File: config.mk
export PLATFORM = sky130hd
export DESIGN_NAME = uart_fifo_ctrl
export DESIGN_NICKNAME = d
export VERILOG_FILES = /design/src/rtl/uart_fifo_ctrl.sv
export SDC_FILE = /design/constraint.sdc
export NUM_CORES = 1
export LEC_CHECK = 0
export ABC_AREA = 0
export CAP_MARGIN = 20
export CORE_MARGIN = 4
export CORE_UTILIZATION = 40
export CTS_BUF_LIST = sky130_fd_sc_hd__clkbuf_2 sky130_fd_sc_hd__clkbuf_4 sky130_fd_sc_hd__clkbuf_8
export DETAILED_ROUTE_END_ITERATION = 8
export PLACE_DENSITY = 0.56
export SYNTH_ARGS = -nofsm -noshare
export SYNTH_HDL_FRONTEND = slang
export SYNTH_SLANG_ARGS = --single-unit
File: constraint.sdc
create_clock -name clk -period 4.4 [get_ports clk]
set_input_delay 0.44 -clock clk [delete_from_list [all_inputs] [get_ports clk]]
set_output_delay 0.44 -clock clk [all_outputs]
set_load 0.02 [all_outputs]
File: src/rtl/uart_fifo_ctrl.sv
// MMIO-side UART controller: TX/RX byte FIFOs, DATA/STATUS/CTRL registers and a level irq.
// TX drains to the PHY over valid/ready; RX bytes are always accepted and dropped with overrun when full.
module uart_fifo_ctrl #(
  parameter int FIFO_DEPTH = 16
) (
  input  logic        clk,
  input  logic        rst,
  input  logic        mmio_req,
  input  logic        mmio_we,
  input  logic [3:0]  mmio_addr,
  input  logic [31:0] mmio_wdata,
  output logic        mmio_rvalid,
  output logic [31:0] mmio_rdata,
  output logic [7:0]  phy_tx_data,
  output logic        phy_tx_valid,
  input  logic        phy_tx_ready,
  input  logic [7:0]  phy_rx_data,
  input  logic        phy_rx_valid,
  output logic        phy_rx_ready,
  output logic        irq
);

  localparam int AW = $clog2(FIFO_DEPTH);
  localparam int CW = AW + 1;

  localparam logic [1:0] REG_DATA   = 2'd0;
  localparam logic [1:0] REG_STATUS = 2'd1;
  localparam logic [1:0] REG_CTRL   = 2'd2;

  logic [7:0]    tx_mem_q [FIFO_DEPTH];
  logic [7:0]    rx_mem_q [FIFO_DEPTH];

  logic [AW-1:0] tx_wptr_q, tx_wptr_d, tx_rptr_q, tx_rptr_d;
  logic [AW-1:0] rx_wptr_q, rx_wptr_d, rx_rptr_q, rx_rptr_d;
  logic [CW-1:0] tx_cnt_q, tx_cnt_d, rx_cnt_q, rx_cnt_d;
  logic [1:0]    ctrl_q, ctrl_d;
  logic          ovr_q, ovr_d;
  logic          rvalid_q, rvalid_d;
  logic [31:0]   rdata_q, rdata_d;
  logic          irq_q, irq_d;

  logic [1:0]    sel;
  logic          wr, rd;
  logic          tx_full, tx_empty, rx_full, rx_empty;
  logic          tx_push, tx_pop, rx_push, rx_pop, rx_ovf;
  logic [31:0]   status;
  logic          unused_ok;

  assign sel       = mmio_addr[3:2];
  assign wr        = mmio_req & mmio_we;
  assign rd        = mmio_req & ~mmio_we;
  assign unused_ok = ^{mmio_addr[1:0], mmio_wdata[31:8]};

  // Full/empty come from pre-cycle state so a simultaneous push and pop both proceed.
  assign tx_full  = (tx_cnt_q == CW'(FIFO_DEPTH));
  assign tx_empty = (tx_cnt_q == '0);
  assign rx_full  = (rx_cnt_q == CW'(FIFO_DEPTH));
  assign rx_empty = (rx_cnt_q == '0);

  assign tx_push = wr && (sel == REG_DATA) && !tx_full;
  assign tx_pop  = !tx_empty && phy_tx_ready;
  assign rx_push = phy_rx_valid && !rx_full;
  assign rx_ovf  = phy_rx_valid && rx_full;
  assign rx_pop  = rd && (sel == REG_DATA) && !rx_empty;

  assign status = {8'b0, 8'(tx_cnt_q), 8'(rx_cnt_q), 3'b0,
                   ovr_q, tx_full, tx_empty, rx_full, !rx_empty};

  assign phy_tx_data  = tx_mem_q[tx_rptr_q];
  assign phy_tx_valid = !tx_empty;
  assign phy_rx_ready = 1'b1;
  assign mmio_rvalid  = rvalid_q;
  assign mmio_rdata   = rdata_q;
  assign irq          = irq_q;

  // Storage carries no reset; the counts alone decide which entries are live.
  always_ff @(posedge clk) begin
    if (tx_push) tx_mem_q[tx_wptr_q] <= mmio_wdata[7:0];
    if (rx_push) rx_mem_q[rx_wptr_q] <= phy_rx_data;
  end

  always_comb begin
    tx_wptr_d = tx_wptr_q + AW'(tx_push);
    tx_rptr_d = tx_rptr_q + AW'(tx_pop);
    tx_cnt_d  = tx_cnt_q + CW'(tx_push) - CW'(tx_pop);
    rx_wptr_d = rx_wptr_q + AW'(rx_push);
    rx_rptr_d = rx_rptr_q + AW'(rx_pop);
    rx_cnt_d  = rx_cnt_q + CW'(rx_push) - CW'(rx_pop);

    ctrl_d = ctrl_q;
    ovr_d  = ovr_q;
    if (wr && (sel == REG_CTRL)) begin
      ctrl_d = mmio_wdata[1:0];
      if (mmio_wdata[4]) ovr_d = 1'b0;
    end
    // A fresh overrun outranks a clear written in the same cycle.
    if (rx_ovf) ovr_d = 1'b1;

    rvalid_d = rd;
    rdata_d  = '0;
    if (rd) begin
      case (sel)
        REG_DATA:   rdata_d = rx_empty ? 32'h8000_0000 : {24'b0, rx_mem_q[rx_rptr_q]};
        REG_STATUS: rdata_d = status;
        REG_CTRL:   rdata_d = {30'b0, ctrl_q};
        default:    rdata_d = '0;
      endcase
    end

    irq_d = (ctrl_q[0] & !rx_empty) | (ctrl_q[1] & tx_empty);
  end

  always_ff @(posedge clk or posedge rst) begin
    if (rst) begin
      tx_wptr_q <= '0;
      tx_rptr_q <= '0;
      tx_cnt_q  <= '0;
      rx_wptr_q <= '0;
      rx_rptr_q <= '0;
      rx_cnt_q  <= '0;
      ctrl_q    <= '0;
      ovr_q     <= 1'b0;
      rvalid_q  <= 1'b0;
      rdata_q   <= '0;
      irq_q     <= 1'b0;
    end else begin
      tx_wptr_q <= tx_wptr_d;
      tx_rptr_q <= tx_rptr_d;
      tx_cnt_q  <= tx_cnt_d;
      rx_wptr_q <= rx_wptr_d;
      rx_rptr_q <= rx_rptr_d;
      rx_cnt_q  <= rx_cnt_d;
      ctrl_q    <= ctrl_d;
      ovr_q     <= ovr_d;
      rvalid_q  <= rvalid_d;
      rdata_q   <= rdata_d;
      irq_q     <= irq_d;
    end
  end

endmodule

==> qor.csv <==
stage,metric,value,unit
worst_hold_path,HP Class,input pin to asynchronous set/reset pin,
synth,Cells after Synth,666,
critical_path,worst r2r src,tx_cnt_q[3],
synth,Synth Warn #,0,
clock_network,setup bufs post-CTS,0,
pwr,leakage power,4.96,nW
clock_network,CTS max path bufs,3,
floorplanning,Initial Util,0.411,
critical_path,critical path endpoint category,output port,
sta,Max Transition Viols Final,0,
route,DR pass1 iterations,5,
clock_network,root buffer cell,clkbuf_8,
synth,"Primary FF master, synth",edfxtp_1,
critical_path,Critical Path RT,3960,ps
sta,Clock Skews,19.1,ps
floorplanning,Die Y-Extent,183,µm
grt,initial antenna violation count,0,
sta,Worst Tran Pin Value,979,ps
clock_network,CTS tree,done,
route,Vias,6080,
critical_path,Max stage delay on crit path,900,ps
clock_network,CTS buffer count,50,
pwr,Max rail drop VDD,0.000265,V
synth,Commonest cells post-synth,"256 x edfxtp_1, 50 x dfrtp_1, 48 x mux4_2",
clock_network,"Clk pin slew, worst setup/hold paths",60,ps
critical_path,largest fanout on the critical path,26,
synth,Post-synth EDFFs,256,
route,routed wire length per instance,20.3,µm
sta,unrepaired setup endpoints after global routing,no,
critical_path,Setup CP Type,flop to output port,
clock_network,"Gates resized, CTS repair",0,
sta,Final TNS setup,0,ps
critical_path,crit-path cells,"buf_12, mux2i_1, a221oi_1, a22oi_1, nand2_1, clkdlybuf4s50_1",
floorplanning,Die Wd,183,µm
placed_design,"Cell Area, Placed",13200,µm²
placed_design,Port Buffers,53,
floorplanning,io pins,94,
sta,slew margin rel.,0.348,
critical_path,crit path launch,tx_rptr_q[0],
floorplanning,row cnt,63,
layout,NumNets Final,823,
placed_design,dpl ws,1110,ps
route,antenna-violating nets left,0,
synth,Avg Synthesized Cell Area,18.5,µm²
synth,main area contributors after synthesis,"edfxtp_1 63%, dfrtp_1 10%, mux4_2 8.8%",
synth,mapped cell area,12300,µm²
grt,vias in the first global route,6610,
layout,fill cell count,2554,
sta,Final Hold Fails,0,
route,DRT Wirelength,24.0,mm
clock_network,CTS H-tree lvls,2,
layout,Synth-to-Final Area Change,15.7,%
placed_design,DP HPWL,15.7,mm
clock_network,clk_lat worst skew,550,ps
synth,#FFs+latches synth,306,
grt,GRT Total Usage,0.143,
sta,Final setup viols,0,
grt,total global routing overflow,0,
grt,largest net degree at the start of global routing,35,
layout,Antenna Cells,0,
sta,Final Cycle Share,0.846,
critical_path,CP max stage cell,dfrtp_2,
grt,first-pass GRT wire length,37.0,mm
layout,share of cells above drive strength 1,0.208,
layout,design area,14200,µm²
flow_run,max-cap violations,0,
synth,sequential area share after synthesis,0.727,
synth,Synth area leader,edfxtp_1,
clock_network,# clock sinks,306,
floorplanning,Die ar.,33600,µm²
synth,unique cell type count in the Yosys netlist,49,
pwr,power per cell area,594,nW/µm²
sta,Max Clock Freq,269,MHz
critical_path,crit path launch type,flop,
synth,area share of the largest cell type after synthesis,0.625,
synth,"FFs w/ async S/R, synth",0.163,
route,DRC viols,0,
synth,"count leader, synth",edfxtp_1,
critical_path,CP arrival,3280,ps
floorplanning,core area,30000,µm²
route,Avg Vias per Cell,5.14,
placed_design,Placer Congestion,0.775,
route,1st-iter DRT viols,378,
sta,Tmin final,3720,ps
outcome,status,"finished, final reports clean",
sta,Final Worst Setup Slack,680,ps
clock_network,Post-CTS Hold Fix Bufs,0,
sequential cells by signal, indices dropped and copies added, names as in the netlist:
signal       flops
ctrl_q           2
irq              1
mmio_rdata      19
mmio_rvalid      1
ovr_q            1
rx_cnt_q         5
rx_mem_q       128
rx_rptr_q        4
rx_wptr_q        4
tx_cnt_q         5
tx_mem_q       128
tx_rptr_q        4
tx_wptr_q        4
cells by family after synthesis:
| family | after synthesis | synth area share |
|---|---|---|
| AOI/OAI and AO/OA | 57 | 0.0355 |
| other | 2 | 0.000611 |
| and+or+nand+nor | 105 | 0.0487 |
| adders and majority gates | 20 | 0.0216 |
| buffers and inverters | 65 | 0.0286 |
| DFF | 306 | 0.727 |
| muxes | 93 | 0.125 |
| xor gates and xnor gates | 18 | 0.0128 |
through the flow:
stage	hold WS, ps	util	power, W	cells
global route	341	0.475	0.00890	1184
floorplan	466	-	0.00539	678
global placement	506	0.441	0.00604	1090
CTS	299	0.474	0.00854	1183
finish	297	0.475	0.00845	1184
detailed placement	535	0.441	0.00611	1090
placed cells by master (no fill, tap or decap), types with 3 or more instances in the layout:
cell	count
nor3_2	3
o21ai_0	8
clkinv_2	12
xor2_1	10
a221oi_1	16
xnor2_1	8
nor3b_1	3
mux2_2	7
inv_1	19
conb_1	14
nand3_1	7
clkbuf_8	51
dfrtp_1	48
a21oi_1	5
nor2_1	25
nand2b_1	6
mux2i_1	38
nand3b_1	4
clkdlybuf4s50_1	53
buf_4	13
a22oi_1	14
nor3_1	7
edfxtp_1	256
clkinv_1	13
mux4_2	48
nand2_1	20
ha_1	18
o22ai_1	3
clkbuf_4	12
nor2b_1	5
and2_1	12
routing by layer:
| metal | wire [µm] | track usage |
|---|---|---|
| met5 | 0 | 0 |
| met4 | 486 | 0.0459 |
| met3 | 1130 | 0.0276 |
| met2 | 12400 | 0.252 |
| met1 | 9990 | 0.179 |
final cells by class:
cell class / count / area, µm² / area share
Inverter: 20 / 75.1 / 0.00528
Clock buffer: 63 / 792 / 0.0557
Multi-Input combinational cell: 307 / 3060 / 0.215
Clock inverter: 30 / 196 / 0.0138
Timing Repair Buffer: 68 / 668 / 0.0470
Tap cell: 390 / 488 / 0.0343
Sequential cell: 306 / 8940 / 0.629
critical path, delay by kind of cell (launching register included):
family / cells / cell delay, ps
DFF: 1 / 900
buffers and inverters: 2 / 900
and+or+nand+nor: 1 / 110
muxes: 1 / 110
AOI/OAI and AO/OA: 2 / 710
power breakdown:
part | internal, W | total [W] | leakage (nW) | switching (W)
logic | 0.00111 | 0.00225 | 1.49 | 0.00114
clock network | 0.00131 | 0.00240 | 0.528 | 0.00109
registers | 0.00344 | 0.00381 | 2.94 | 0.000370
worst paths after layout:
path / end / slack [ps] / cells after the start
max: phy_tx_data[7] / 680 / 6
min: mmio_rdata[2] / 300 / 2
max reg2reg: tx_cnt_q[4] / 1130 / 14
min reg2reg: mmio_rdata[10] / 550 / 1
max in group asynchronous: rx_rptr_q[1] / 3310 / 3
min in group clk: mmio_rdata[10] / 550 / 1
Power figures use the tool's default switching activity.
